`config.mk`:
```
export PLATFORM = sky130hd
export DESIGN_NAME = dmem_arbiter_flat
export DESIGN_NICKNAME = d
export VERILOG_FILES = /design/src/rtl/dmem_arbiter_if.sv /design/src/rtl/dmem_arbiter.sv /design/src/flat_wrapper.sv
export SDC_FILE = /design/constraint.sdc
export NUM_CORES = 1
export LEC_CHECK = 0
export CORE_MARGIN = 3
export CORE_UTILIZATION = 36
export DETAILED_ROUTE_END_ITERATION = 16
export GPL_ROUTABILITY_DRIVEN = 1
export PLACE_DENSITY = 0.76
export SLEW_MARGIN = 0
export SYNTH_ARGS = -nofsm -noshare
export SYNTH_HDL_FRONTEND = slang
export SYNTH_SLANG_ARGS = --single-unit
```
`constraint.sdc`:
```
create_clock -name clk -period 1.3 [get_ports clk]
set_input_delay 0.13 -clock clk [delete_from_list [all_inputs] [get_ports clk]]
set_output_delay 0.13 -clock clk [all_outputs]
set_load 0.05 [all_outputs]
```
`src/rtl/dmem_arbiter_if.sv`:
```
// rtl/dmem_arbiter_if.sv - cpu/dbg request ports and SRAM pins of the data-memory arbiter
interface dmem_arbiter_if #(
  parameter int ADDR_W = 7,
  parameter int DATA_W = 32
);
  logic              cpu_req;
  logic              cpu_we;
  logic [ADDR_W-1:0] cpu_addr;
  logic [DATA_W-1:0] cpu_wdata;
  logic              cpu_gnt;
  logic              cpu_stall;
  logic              cpu_rvalid;
  logic [DATA_W-1:0] cpu_rdata;

  logic              dbg_req;
  logic              dbg_we;
  logic [ADDR_W-1:0] dbg_addr;
  logic [DATA_W-1:0] dbg_wdata;
  logic              dbg_gnt;
  logic              dbg_rvalid;
  logic [DATA_W-1:0] dbg_rdata;

  logic              mem_cen;
  logic              mem_wen;
  logic              mem_oen;
  logic [ADDR_W-1:0] mem_a;
  logic [DATA_W-1:0] mem_d;
  logic [DATA_W-1:0] mem_q;

  // slave: the arbiter itself
  modport slave (
    input  cpu_req, cpu_we, cpu_addr, cpu_wdata,
    input  dbg_req, dbg_we, dbg_addr, dbg_wdata,
    input  mem_q,
    output cpu_gnt, cpu_stall, cpu_rvalid, cpu_rdata,
    output dbg_gnt, dbg_rvalid, dbg_rdata,
    output mem_cen, mem_wen, mem_oen, mem_a, mem_d
  );

  // master: requesters plus the SRAM macro
  modport master (
    output cpu_req, cpu_we, cpu_addr, cpu_wdata,
    output dbg_req, dbg_we, dbg_addr, dbg_wdata,
    output mem_q,
    input  cpu_gnt, cpu_stall, cpu_rvalid, cpu_rdata,
    input  dbg_gnt, dbg_rvalid, dbg_rdata,
    input  mem_cen, mem_wen, mem_oen, mem_a, mem_d
  );
endinterface

```
`src/rtl/dmem_arbiter.sv`:
```
// rtl/dmem_arbiter.sv - round-robin cpu/dbg arbiter and pipelined sequencer for the 128x32 data SRAM
module dmem_arbiter #(
  parameter int ADDR_W = 7,
  parameter int DATA_W = 32
) (
  input  logic            clk,
  input  logic            rst_n,
  dmem_arbiter_if.slave   bus
);

  typedef enum logic {
    OWN_CPU = 1'b0,
    OWN_DBG = 1'b1
  } owner_t;

  owner_t            last_owner;
  owner_t            last_owner_nxt;
  logic              gnt_cpu;
  logic              gnt_dbg;
  logic              any_gnt;
  logic              sel_we;
  logic [ADDR_W-1:0] sel_addr;
  logic [DATA_W-1:0] sel_wdata;

  logic              mem_cen_q;
  logic              mem_wen_q;
  logic [ADDR_W-1:0] mem_a_q;
  logic [DATA_W-1:0] mem_d_q;

  logic              tag1_vld;
  owner_t            tag1_own;
  logic              tag2_vld;
  owner_t            tag2_own;

  logic              cpu_rvalid_c;
  logic              dbg_rvalid_c;
  logic [DATA_W-1:0] cpu_rdata_q;
  logic [DATA_W-1:0] dbg_rdata_q;

  always_ff @(posedge clk or negedge rst_n) begin
    if (!rst_n) begin
      last_owner <= OWN_DBG;
    end else begin
      last_owner <= last_owner_nxt;
    end
  end

  // On conflict the port that did not win last time gets the slot.
  always_comb begin
    gnt_cpu        = 1'b0;
    gnt_dbg        = 1'b0;
    last_owner_nxt = last_owner;
    case ({bus.cpu_req, bus.dbg_req})
      2'b10: begin
        gnt_cpu        = 1'b1;
        last_owner_nxt = OWN_CPU;
      end
      2'b01: begin
        gnt_dbg        = 1'b1;
        last_owner_nxt = OWN_DBG;
      end
      2'b11: begin
        if (last_owner == OWN_CPU) begin
          gnt_dbg        = 1'b1;
          last_owner_nxt = OWN_DBG;
        end else begin
          gnt_cpu        = 1'b1;
          last_owner_nxt = OWN_CPU;
        end
      end
      default: begin
        gnt_cpu = 1'b0;
        gnt_dbg = 1'b0;
      end
    endcase
  end

  always_comb begin
    any_gnt   = gnt_cpu | gnt_dbg;
    sel_we    = gnt_dbg ? bus.dbg_we    : bus.cpu_we;
    sel_addr  = gnt_dbg ? bus.dbg_addr  : bus.cpu_addr;
    sel_wdata = gnt_dbg ? bus.dbg_wdata : bus.cpu_wdata;
  end

  // Address and write data hold between accesses; only the strobes return idle.
  always_ff @(posedge clk or negedge rst_n) begin
    if (!rst_n) begin
      mem_cen_q <= 1'b1;
      mem_wen_q <= 1'b1;
      mem_a_q   <= '0;
      mem_d_q   <= '0;
    end else if (any_gnt) begin
      mem_cen_q <= 1'b0;
      mem_wen_q <= ~sel_we;
      mem_a_q   <= sel_addr;
      mem_d_q   <= sel_wdata;
    end else begin
      mem_cen_q <= 1'b1;
      mem_wen_q <= 1'b1;
    end
  end

  // Two-stage owner tag follows each read to the cycle its data appears on mem_q.
  always_ff @(posedge clk or negedge rst_n) begin
    if (!rst_n) begin
      tag1_vld <= 1'b0;
      tag1_own <= OWN_CPU;
      tag2_vld <= 1'b0;
      tag2_own <= OWN_CPU;
    end else begin
      tag1_vld <= any_gnt & ~sel_we;
      tag1_own <= gnt_dbg ? OWN_DBG : OWN_CPU;
      tag2_vld <= tag1_vld;
      tag2_own <= tag1_own;
    end
  end

  always_comb begin
    cpu_rvalid_c = tag2_vld & (tag2_own == OWN_CPU);
    dbg_rvalid_c = tag2_vld & (tag2_own == OWN_DBG);
  end

  always_ff @(posedge clk or negedge rst_n) begin
    if (!rst_n) begin
      cpu_rdata_q <= '0;
      dbg_rdata_q <= '0;
    end else begin
      if (cpu_rvalid_c) begin
        cpu_rdata_q <= bus.mem_q;
      end
      if (dbg_rvalid_c) begin
        dbg_rdata_q <= bus.mem_q;
      end
    end
  end

  assign bus.cpu_gnt    = gnt_cpu;
  assign bus.dbg_gnt    = gnt_dbg;
  assign bus.cpu_stall  = bus.cpu_req & ~gnt_cpu;
  assign bus.cpu_rvalid = cpu_rvalid_c;
  assign bus.dbg_rvalid = dbg_rvalid_c;
  assign bus.cpu_rdata  = cpu_rvalid_c ? bus.mem_q : cpu_rdata_q;
  assign bus.dbg_rdata  = dbg_rvalid_c ? bus.mem_q : dbg_rdata_q;

  assign bus.mem_cen = mem_cen_q;
  assign bus.mem_wen = mem_wen_q;
  assign bus.mem_oen = 1'b0;
  assign bus.mem_a   = mem_a_q;
  assign bus.mem_d   = mem_d_q;

endmodule

```
`src/flat_wrapper.sv`:
```
// flat-port wrapper written by rule: the top's interface ports become plain ports
module dmem_arbiter_flat 
#(
  parameter int ADDR_W = 7,
  parameter int DATA_W = 32
)
  (clk, rst_n, bus_cpu_req, bus_cpu_we, bus_cpu_addr, bus_cpu_wdata, bus_dbg_req, bus_dbg_we, bus_dbg_addr, bus_dbg_wdata, bus_mem_q, bus_cpu_gnt, bus_cpu_stall, bus_cpu_rvalid, bus_cpu_rdata, bus_dbg_gnt, bus_dbg_rvalid, bus_dbg_rdata, bus_mem_cen, bus_mem_wen, bus_mem_oen, bus_mem_a, bus_mem_d);
  dmem_arbiter_if #(.ADDR_W(ADDR_W), .DATA_W(DATA_W)) bus_i ();
  input  logic clk;
  input  logic rst_n;
  input wire logic [$bits(bus_i.cpu_req)-1:0] bus_cpu_req;
  input wire logic [$bits(bus_i.cpu_we)-1:0] bus_cpu_we;
  input wire logic [$bits(bus_i.cpu_addr)-1:0] bus_cpu_addr;
  input wire logic [$bits(bus_i.cpu_wdata)-1:0] bus_cpu_wdata;
  input wire logic [$bits(bus_i.dbg_req)-1:0] bus_dbg_req;
  input wire logic [$bits(bus_i.dbg_we)-1:0] bus_dbg_we;
  input wire logic [$bits(bus_i.dbg_addr)-1:0] bus_dbg_addr;
  input wire logic [$bits(bus_i.dbg_wdata)-1:0] bus_dbg_wdata;
  input wire logic [$bits(bus_i.mem_q)-1:0] bus_mem_q;
  output wire logic [$bits(bus_i.cpu_gnt)-1:0] bus_cpu_gnt;
  output wire logic [$bits(bus_i.cpu_stall)-1:0] bus_cpu_stall;
  output wire logic [$bits(bus_i.cpu_rvalid)-1:0] bus_cpu_rvalid;
  output wire logic [$bits(bus_i.cpu_rdata)-1:0] bus_cpu_rdata;
  output wire logic [$bits(bus_i.dbg_gnt)-1:0] bus_dbg_gnt;
  output wire logic [$bits(bus_i.dbg_rvalid)-1:0] bus_dbg_rvalid;
  output wire logic [$bits(bus_i.dbg_rdata)-1:0] bus_dbg_rdata;
  output wire logic [$bits(bus_i.mem_cen)-1:0] bus_mem_cen;
  output wire logic [$bits(bus_i.mem_wen)-1:0] bus_mem_wen;
  output wire logic [$bits(bus_i.mem_oen)-1:0] bus_mem_oen;
  output wire logic [$bits(bus_i.mem_a)-1:0] bus_mem_a;
  output wire logic [$bits(bus_i.mem_d)-1:0] bus_mem_d;
  assign bus_i.cpu_req = bus_cpu_req;
  assign bus_i.cpu_we = bus_cpu_we;
  assign bus_i.cpu_addr = bus_cpu_addr;
  assign bus_i.cpu_wdata = bus_cpu_wdata;
  assign bus_i.dbg_req = bus_dbg_req;
  assign bus_i.dbg_we = bus_dbg_we;
  assign bus_i.dbg_addr = bus_dbg_addr;
  assign bus_i.dbg_wdata = bus_dbg_wdata;
  assign bus_i.mem_q = bus_mem_q;
  assign bus_cpu_gnt = bus_i.cpu_gnt;
  assign bus_cpu_stall = bus_i.cpu_stall;
  assign bus_cpu_rvalid = bus_i.cpu_rvalid;
  assign bus_cpu_rdata = bus_i.cpu_rdata;
  assign bus_dbg_gnt = bus_i.dbg_gnt;
  assign bus_dbg_rvalid = bus_i.dbg_rvalid;
  assign bus_dbg_rdata = bus_i.dbg_rdata;
  assign bus_mem_cen = bus_i.mem_cen;
  assign bus_mem_wen = bus_i.mem_wen;
  assign bus_mem_oen = bus_i.mem_oen;
  assign bus_mem_a = bus_i.mem_a;
  assign bus_mem_d = bus_i.mem_d;
  dmem_arbiter #(.ADDR_W(ADDR_W), .DATA_W(DATA_W)) u_core (.clk(clk), .rst_n(rst_n), .bus(bus_i));
endmodule
```
==> summary.md, run 1 <==
| Metric | Value |
|---|---|
| Status | `finished, violations left` |
| Failing checks | `negative setup slack` |
| DIE AREA | `13910 sq um` |
| Synthesized flop and latch total | `110` |
| Net Switching | `5.907 mW` |
| Met3 wire length | `1.172 mm` |
| Vias | `3826` |
| Final clock skew | `9.681 ps` |
| WS Path Type | `flop to output pin` |
| CTS tree | `done` |
| CTS clk-pin slew, worst paths | `80 ps` |
| R2r endpoint | `u_core.bus.mem_d[16]$_DFFE_PN0N_` |
| Gate power share | `0.526` |
| Pleak | `4.121 nW` |
| Final period utilization | `1.387` |
| CP endpoint kind | `output pin` |
| GP Congestion | `0.7990` |
| Setup ws final | `-502.7 ps` |
| Flop pwr share | `0.298` |
| Wire length on met1 | `6.049 mm` |
| Number of core rows | `40` |
| Hold Fails Final Rpt | `0` |
| Layout Utilization | `0.7400` |
| Gr ovfl total | `0` |
| Metal2 WL | `8.095 mm` |
| Root Buffer | `clkbuf_16` |
| Flop-to-flop setup slack | `-100 ps` |
| P_int | `9.225 mW` |
| Avg Inst Size Synth | `13.27 sq um` |
| Die W | `117.9 um` |
| Syn Inst Count | `340` |
| Async set-reset flop share out of synthesis | `1.000` |
| DIE HEIGHT | `117.9 um` |
| Initial antenna violation count | `0` |
| Routed vias/inst | `5.021` |
| Min Tclk post-route | `1803 ps` |
| Crit start category | `flop` |
| Clock sink count | `110` |
| Ys flop type | `dfrtp_1` |
| Worst-Skew Late Latency | `350 ps` |
| Post-DP HPWL | `10.05 mm` |
| CTS Buffer Depth | `2` |
| Worst IR Drop VDD | `1.016 mV` |
| Number of routed nets with antenna violations | `0` |
| Critical Path AT | `1670 ps` |
| Top Layer Used | `met4` |
| Dominant cell type by area after synthesis | `dfrtp_1` |
| Worst Hold Class | `input pin to asynchronous set/reset pin` |
| Final nets | `706` |
| Final WL | `15.53 mm` |
| Fmax | `0.5547 GHz` |
| Post-Synthesis Cell Area | `4511 sq um` |
| Layout cell share with drive strength beyond 1 | `0.5034` |
| Vias in the first global route | `4064` |
| Dpl ws | `-240.5 ps` |
| Post-synth net total | `456` |
| Yosys top cell area share | `0.5936` |
| Seq/Total Area, Yosys | `0.6111` |
| Power per cell area | `1688 nW/um^2` |
| Synth cell types | `24` |
| DRT Pass-1 Iters | `4` |
| Port bufs | `225` |
| RSZ-0062 raised after global routing | `yes` |
| Top cells by count, synth | `dfrtp_1 (107), nand2_1 (65), mux2_2 (64)` |
| Cells on worst reg2reg path | `7` |
| Ranking of synthesized cells by area | `dfrtp_1 (59%), mux2_2 (16%), a32oi_1 (6.2%)` |
| CTS Buf Count | `9` |
| 1st-iter DRT viols | `200` |
| Synthesis-to-layout area growth | `98.70%` |
| Ports | `227` |
| Total power draw | `15.13 mW` |
| WP data required | `1170 ps` |
| Switching share of power | `0.3904` |
| Fin. max-slew vios | `0` |
| Yosys warns | `0` |
| Largest net degree at the start of global routing | `36` |
| Clock share of power | `0.176` |
| Initial core utilization | `0.3724` |
| Post-synth EDFFs | `0` |
| Core Region | `12110 sq um` |
| DRC Markers | `0` |
| Diodes inserted | `0` |
| Total GRT Usage | `0.2026` |
| Final number of setup-violating endpoints | `112` |
| Worst-path fanout max | `8` |
| Top-count cell post-synth | `dfrtp_1` |
| Wirelength per Cell | `20.39 um` |
| First-pass GRT wire length | `22.47 mm` |
| Max-cap viol count | `0` |
| Worst r2r src | `u_core.last_owner$_DFFE_PN1P_` |
| Final setup TNS | `-33460 ps` |
| CTS HTree Levels | `3` |
[area by class of cell]
| class | instances | area, sq um |
|---|---|---|
| timing repair buffer | 264 | 3684 |
| fill | 742 | 3149 |
| sequential | 110 | 2758 |
| multi-input combinational | 200 | 2004 |
| clock buffer | 9 | 225.2 |
| tap | 168 | 210.2 |
| clock inverter | 6 | 55.05 |
| inverter | 5 | 26.28 |
[flip-flops by register name, indices dropped and copies added (netlist names)]
signal	flops
u_core.bus.mem_d	32
u_core.cpu_rdata_q	32
u_core.dbg_rdata_q	32
u_core.bus.mem_a	7
u_core.bus.mem_cen	1
u_core.bus.mem_wen	1
u_core.last_owner	1
u_core.tag1_own	1
u_core.tag1_vld	1
u_core.tag2_own	1
u_core.tag2_vld	1
[repair_timing]
item | in CTS | in global routing
setup endpoints to repair | 69 | 122
cloned | 1 | 6
gates resized for setup | 15 | 144
pin swaps | 2 | 35
hold endpoints to repair | 64 | 0
buffers inserted | 7 | 9
hold buffers | 1 | 0
[worst max-delay path, stage by stage (launching register included)]
cell	delay (ps)
dfrtp_1	410
nand2b_4	220
clkbuf_16	200
mux2_4	330
buf_8	160
[per-stage QoR]
step | cells | hold WS, ps | instance area, sq um
3_5_place_dp | 725 | 55.53 | 7850
2_1_floorplan | 340 | -165.6 | 4649
5_1_grt | 762 | 235.6 | 8962
4_1_cts | 748 | 234.8 | 8244
6_report | 762 | 218.6 | 8962
3_3_place_gp | 725 | 56.23 | 7850
[power groups by stage]
| stage | Clock (mW) | Combinational, mW | Sequential [mW] |
|---|---|---|---|
| after floorplan | 0 | 3.41 | 4.94 |
| after global placement | 0 | 7.07 | 4.49 |
| after detailed placement | 0 | 7.16 | 4.54 |
| after CTS | 2.72 | 7.24 | 4.48 |
| after global routing | 2.85 | 8.20 | 4.58 |
| final | 2.66 | 7.96 | 4.51 |
[layer usage]
layer | up-vias | global-route usage
li1 | 1693 | -
met1 | 1946 | 0.2428
met2 | 172 | 0.3478
met3 | 15 | 0.07112
met4 | 0 | 0.05275
met5 | - | 0
[logic make-up after synthesis]
| logic type | Yosys count | synth area share |
|---|---|---|
| multiplexers | 71 | 0.1753 |
| buffers and inverters | 30 | 0.04799 |
| AO/OA/AOI/OAI | 50 | 0.08960 |
| flip-flops | 110 | 0.6111 |
| AND/OR/NAND/NOR | 78 | 0.07517 |
| other | 1 | 0.0008314 |
[cells in the final DEF (no fill, tap or decap), types with 6 or more instances in the layout]
cell type        synthesis  final
a21oi_1                  7      7
a32oi_1                 32     31
buf_12                   0     88
buf_4                    3     11
buf_6                   11     33
buf_8                    0     11
clkbuf_16                0     14
clkdlybuf4s50_1          0    113
dfrtp_1                107    106
mux2_2                  64     21
mux2_4                   0     43
mux2i_1                  7      7
nand2_1                 65     16
nand2_2                  1     29
nand2_4                  0     20
nor3b_2                  0      6
o21a_1                   7      7
[worst max-delay path by stage]
stage	slack, ps	depth (start not counted)	to	from
after detailed placement	-240	5	u_core.bus.mem_a[3]$_DFFE_PN0N_	bus_dbg_req
after global routing	-560	4	bus_cpu_rdata[22]	u_core.tag2_own$_DFF_PN0_
after global placement	-170	4	bus_cpu_stall	bus_cpu_req
after CTS	-530	4	bus_dbg_rdata[10]	u_core.tag2_vld$_DFF_PN0_
after floorplan	-80	3	u_core.dbg_rdata_q[10]$_DFF_PN0_	u_core.tag2_vld$_DFF_PN0_
final	-500	4	bus_cpu_rdata[22]	u_core.tag2_own$_DFF_PN0_
Note: power is estimated with default switching activity, not from simulation.
==> inputs of run 2 (changes only) <==
--- a/config.mk
+++ b/config.mk
@@ -10,6 +10,7 @@
 export DETAILED_ROUTE_END_ITERATION = 16
 export GPL_ROUTABILITY_DRIVEN = 1
 export PLACE_DENSITY = 0.76
+export RECOVER_POWER = 50
 export SLEW_MARGIN = 0
 export SYNTH_ARGS = -nofsm -noshare
 export SYNTH_HDL_FRONTEND = slang
==> summary.md, run 2 (synthesized netlist as in run 1, its figures left out) <==
| Metric | Value |
|---|---|
| WP data required | `1170 ps` |
| Critical Path AT | `1670 ps` |
| Relative slew margins | `0.6342` |
| Min Tclk post-route | `1801 ps` |
| RSZ-0062 raised after global routing | `yes` |
| Final number of setup-violating endpoints | `112` |
| Most common cell after layout, fill and taps aside | `clkdlybuf4s50_1` |
| CTS clk-pin slew, worst paths | `80 ps` |
| Multi-input gate area | `2004 sq um` |
| Busiest grt layer | `met2` |
| Gr ovfl total | `0` |
| CTS tree | `done` |
| GP Congestion | `0.7990` |
| Die W | `117.9 um` |
| Met3 usage | `0.07112` |
| Worst-Skew Late Latency | `350 ps` |
| Post-DP HPWL | `10.05 mm` |
| Crit start category | `flop` |
| Final nets | `706` |
| Worst IR Drop VDD | `1.011 mV` |
| Port bufs | `225` |
| Cell breakdown of the critical path | `nand2b_4 > clkbuf_16 > mux2_4 > buf_8` |
| CTS Buffer Depth | `2` |
| Sequential standard cell area | `2758 sq um` |
| Initial core utilization | `0.3724` |
| Gate power share | `0.526` |
| Status | `finished, violations left` |
| CP endpoint kind | `output pin` |
| M2 GR Usage | `0.3478` |
| Worst-Margin Slew | `548.7 ps` |
| Switching share of power | `0.3898` |
| DRT Pass-1 Iters | `4` |
| Clock sink count | `110` |
| Total GRT Usage | `0.2026` |
| Clock share of power | `0.176` |
| Filler cells | `748` |
| Layout cell share with drive strength beyond 1 | `0.5034` |
| Vias in the first global route | `4064` |
| Vias | `3816` |
| Synthesis-to-layout area growth | `97.89%` |
| Total power draw | `15.10 mW` |
| Met1 Use GR | `0.2428` |
| DIE AREA | `13910 sq um` |
| First-pass GRT wire length | `22.47 mm` |
| CTS Buf Count | `9` |
| Hold Fails Final Rpt | `0` |
| Dpl ws | `-240.5 ps` |
| Pleak | `4.108 nW` |
| Max stage delay cell, worst path | `dfrtp_1` |
| Root Buffer | `clkbuf_16` |
| Number of core rows | `40` |
| Final clock skew | `9.100 ps` |
| P_int | `9.212 mW` |
| 1st-iter DRT viols | `215` |
| Net Switching | `5.886 mW` |
| Ports | `227` |
| Max-cap viol count | `0` |
| Number of routed nets with antenna violations | `0` |
| Final WL | `15.44 mm` |
| Most frequent cells in the layout | `clkdlybuf4s50_1 (113), dfrtp_1 (106), buf_12 (85)` |
| DRC Markers | `0` |
| Power per cell area | `1691 nW/um^2` |
| CTS HTree Levels | `3` |
| DIE HEIGHT | `117.9 um` |
| Flop pwr share | `0.299` |
| Final period utilization | `1.386` |
| Fin. max-slew vios | `0` |
| Setup ws final | `-501.5 ps` |
| Fmax | `0.5551 GHz` |
| Slowest stage delay, CP | `410 ps` |
| Core Region | `12110 sq um` |
| Failing checks | `negative setup slack` |
| Wirelength per Cell | `20.26 um` |
| Routed vias/inst | `5.008` |
| Diodes inserted | `0` |
| Worst-path fanout max | `8` |
| WS Path Type | `flop to output pin` |
| Initial antenna violation count | `0` |
| Largest net degree at the start of global routing | `36` |
| Worst Hold Class | `input pin to asynchronous set/reset pin` |
run 2: per-layer routing:
metal / up-vias / share of wire
met5: - / 0
met1: 1941 / 0.38
met2: 166 / 0.53
met4: 0 / 0.015
met3: 16 / 0.076
li1: 1693 / -
run 2: power by group through the flow:
stage / Combinational, mW / Clock (mW) / Sequential [mW]
global placement: 7.07 / 0 / 4.49
floorplan: 3.41 / 0 / 4.94
global route: 8.18 / 2.85 / 4.58
finish: 7.94 / 2.65 / 4.51
CTS: 7.24 / 2.72 / 4.48
detailed placement: 7.16 / 0 / 4.54
run 2: final cells by class:
cell class	instances	area share
Multi-Input combinational cell	200	0.2246
Tap cell	168	0.02355
Sequential cell	110	0.3089
Inverter	5	0.002944
Clock buffer	9	0.02523
Clock inverter	6	0.006168
Timing Repair Buffer	264	0.4086
run 2: timing repair:
item                       4_1_cts  5_1_grt
setup buffers                    7        9
resized for setup               15      144
hold endpoints to repair        64        0
gates cloned                     1        6
setup endpoints to repair       69      122
hold buffers                     1        0
pin swaps                        2       35
run 2: critical path, delay by kind of cell, from the launching register on:
kind | cells | cell delay [ps]
flip-flops | 1 | 410
buffers and inverters | 2 | 360
multiplexers | 1 | 330
AND/OR/NAND/NOR | 1 | 220
run 2: per-stage QoR:
step	instance area (sq um)	hold WS [ps]	cells	setup TNS, ps	util
after floorplan	4649	-165.6	340	-3638	-
after CTS	8244	234.8	748	-33620	0.6807
after global placement	7850	56.23	725	-11450	0.6481
after detailed placement	7850	55.53	725	-15240	0.6481
final	8926	294.2	762	-33190	0.7370
after global routing	8926	328.9	762	-39320	0.7370
run 2: path summary, 6_finish.rpt:
path	slack, ps	cells past startpoint	startpoint	endpoint
min in group clk	330	3	bus_dbg_wdata[1]	u_core.bus.mem_d[1]$_DFFE_PN0N_
max in group asynchronous	160	3	rst_n	u_core.dbg_rdata_q[6]$_DFF_PN0_
hold / removal	290	2	rst_n	u_core.cpu_rdata_q[28]$_DFF_PN0_
setup / recovery	-500	4	u_core.tag2_own$_DFF_PN0_	bus_cpu_rdata[22]
hold reg to reg	360	0	u_core.tag1_own$_DFF_PN0_	u_core.tag2_own$_DFF_PN0_
setup reg to reg	-100	7	u_core.last_owner$_DFFE_PN1P_	u_core.bus.mem_d[16]$_DFFE_PN0N_
==> inputs of run 3 (changes only) <==
--- a/config.mk
+++ b/config.mk
@@ -6,10 +6,10 @@
 export NUM_CORES = 1
 export LEC_CHECK = 0
 export CORE_MARGIN = 3
-export CORE_UTILIZATION = 36
+export CORE_UTILIZATION = 43
 export DETAILED_ROUTE_END_ITERATION = 16
 export GPL_ROUTABILITY_DRIVEN = 1
-export PLACE_DENSITY = 0.76
+export PLACE_DENSITY = 0.85
 export RECOVER_POWER = 50
 export SLEW_MARGIN = 0
 export SYNTH_ARGS = -nofsm -noshare
==> constraint.sdc (replaced) <==
create_clock -name clk -period 2.1 [get_ports clk]
set_input_delay 0.21 -clock clk [delete_from_list [all_inputs] [get_ports clk]]
set_output_delay 0.21 -clock clk [all_outputs]
set_load 0.05 [all_outputs]
==> summary.md, run 3 (synthesized netlist as in run 1, its figures left out) <==
| Metric | Value |
|---|---|
| Dpl ws | `292.0 ps` |
| Total GRT Usage | `0.2353` |
| Final number of setup-violating endpoints | `0` |
| Worst-Skew Late Latency | `360 ps` |
| Most frequent cells in the layout | `clkdlybuf4s50_1 (154), dfrtp_1 (107), nand2_1 (65)` |
| Status | `finished, final reports clean` |
| Multi-input gate area | `1538 sq um` |
| Wirelength per Cell | `19.81 um` |
| Initial antenna violation count | `0` |
| DRT Pass-1 Iters | `4` |
| Critical Path AT | `1750 ps` |
| Vias | `3663` |
| Flop-to-flop setup slack | `560 ps` |
| Vias in the first global route | `3986` |
| Largest net degree at the start of global routing | `45` |
| Ports | `227` |
| Post_cts resized | `0` |
| First-pass GRT wire length | `21.33 mm` |
| Max-cap viol count | `0` |
| RSZ-0062 raised after global routing | `no` |
| Root Buffer | `clkbuf_8` |
| Worst IR Drop VDD | `0.6087 mV` |
| Final clock skew | `18.36 ps` |
| Setup ws final | `140.8 ps` |
| CTS HTree Levels | `3` |
| Relative slew margins | `0.2180` |
| Final WL | `13.89 mm` |
| Final nets | `679` |
| Min Tclk post-route | `1959 ps` |
| 1st-iter DRT viols | `191` |
| DIE AREA | `11750 sq um` |
| Critical path's top delay family | `buffers and inverters` |
| Fmax | `0.5104 GHz` |
| Initial core utilization | `0.4511` |
| Final Non-Filler Cells | `701` |
| Final period utilization | `0.9330` |
| Max stage delay cell, worst path | `clkdlybuf4s50_1` |
| Filler cells | `643` |
| Number of routed nets with antenna violations | `0` |
| Worst-Margin Slew | `1173 ps` |
| CP endpoint kind | `output pin` |
| CTS clk-pin slew, worst paths | `110 ps` |
| Most common cell after layout, fill and taps aside | `clkdlybuf4s50_1` |
| CTS Buffer Depth | `2` |
| Post-DP HPWL | `10.50 mm` |
| Number of core rows | `36` |
| Cell breakdown of the critical path | `clkdlybuf4s50_1` |
| CTS tree | `done` |
| Die W | `108.4 um` |
| Layout cell share with drive strength beyond 1 | `0.2113` |
| CTS Buf Count | `9` |
| Core Region | `10000 sq um` |
| WS Path Type | `flop to output pin` |
| Hold_ws | `356.9 ps` |
| Gr ovfl total | `0` |
| Power per cell area | `1097 nW/um^2` |
| Placed cells | `684` |
| Worst path bufs/invs | `1` |
| Sequential standard cell area | `2756 sq um` |
| Worst Hold Class | `flop to flop` |
| Crit start category | `flop` |
| DRC Markers | `0` |
| DIE HEIGHT | `108.4 um` |
| Slowest stage delay, CP | `850 ps` |
| Fin. max-slew vios | `0` |
| Clock sink count | `110` |
| Hold Fails Final Rpt | `0` |
| GP Congestion | `0.8160` |
| Pleak | `3.297 nW` |
| Worst-path fanout max | `1` |
| Final setup TNS | `0 ps` |
| WP data required | `1890 ps` |
| Routed vias/inst | `5.225` |
| Diodes inserted | `0` |
| Port bufs | `225` |
| Synthesis-to-layout area growth | `67.32%` |
-- run 3: changes by cell type in the layout (fill, tap and decap cells not counted), moves of 6 or more --
cell	before	now
nand2_1	16	65
mux2_1	0	47
mux2_4	43	0
clkdlybuf4s50_1	113	154
buf_6	34	0
buf_12	85	56
nand2_2	29	1
nand2_4	20	0
clkbuf_16	14	0
buf_4	11	22
buf_8	11	0
clkbuf_8	0	10
nor3b_1	1	7
nor3b_2	6	0
-- run 3: area by class of cell --
| cell class | count | area share |
|---|---|---|
| clock buffers | 11 | 0.01873 |
| clock inverters | 5 | 0.008621 |
| inverters | 5 | 0.002487 |
| multi-input cells | 200 | 0.2037 |
| flip-flops and latches | 110 | 0.3652 |
| well taps | 133 | 0.02205 |
| repair buffers | 237 | 0.3791 |
-- run 3: path summary, 6_finish.rpt --
path,start,end,cells after the start
hold reg to reg,u_core.tag1_own$_DFF_PN0_,u_core.tag2_own$_DFF_PN0_,0
setup / recovery,u_core.bus.mem_wen$_DFF_PN1_,bus_mem_wen,1
max in group asynchronous,rst_n,u_core.cpu_rdata_q[9]$_DFF_PN0_,3
setup reg to reg,u_core.last_owner$_DFFE_PN1P_,u_core.bus.mem_d[1]$_DFFE_PN0N_,4
hold / removal,u_core.tag1_own$_DFF_PN0_,u_core.tag2_own$_DFF_PN0_,0
min in group asynchronous,rst_n,u_core.dbg_rdata_q[13]$_DFF_PN0_,2
-- run 3: through the flow --
step	cell area (sq um)	util	power [mW]
global route	7547	0.7548	8.583
CTS	7556	0.7556	8.409
detailed placement	7340	0.7340	7.097
global placement	7340	0.7340	6.974
floorplan	4511	-	5.043
finish	7547	0.7548	8.279
-- run 3: power breakdown --
group	internal, mW	switching, mW	leakage, nW	total [mW]
logic	1.78	2.47	1.90	4.25
registers	2.56	0.165	1.29	2.72
clock network	0.599	0.709	0.105	1.31
total	4.94	3.34	3.30	8.28
-- run 3: timing repair --
| item | in CTS | in global routing |
|---|---|---|
| buffers inserted | 0 | 0 |
| endpoints found under the hold margin | 39 | 0 |
| hold buffers | 1 | 0 |
-- run 3: per-layer routing --
metal  part of all wire  global-route usage  vias up
li1                   -                   -     1642
met1               0.36              0.2621     1809
met2               0.52              0.4197      186
met3              0.099             0.07761       26
met4              0.025             0.08206        0
met5                  0                   0        -
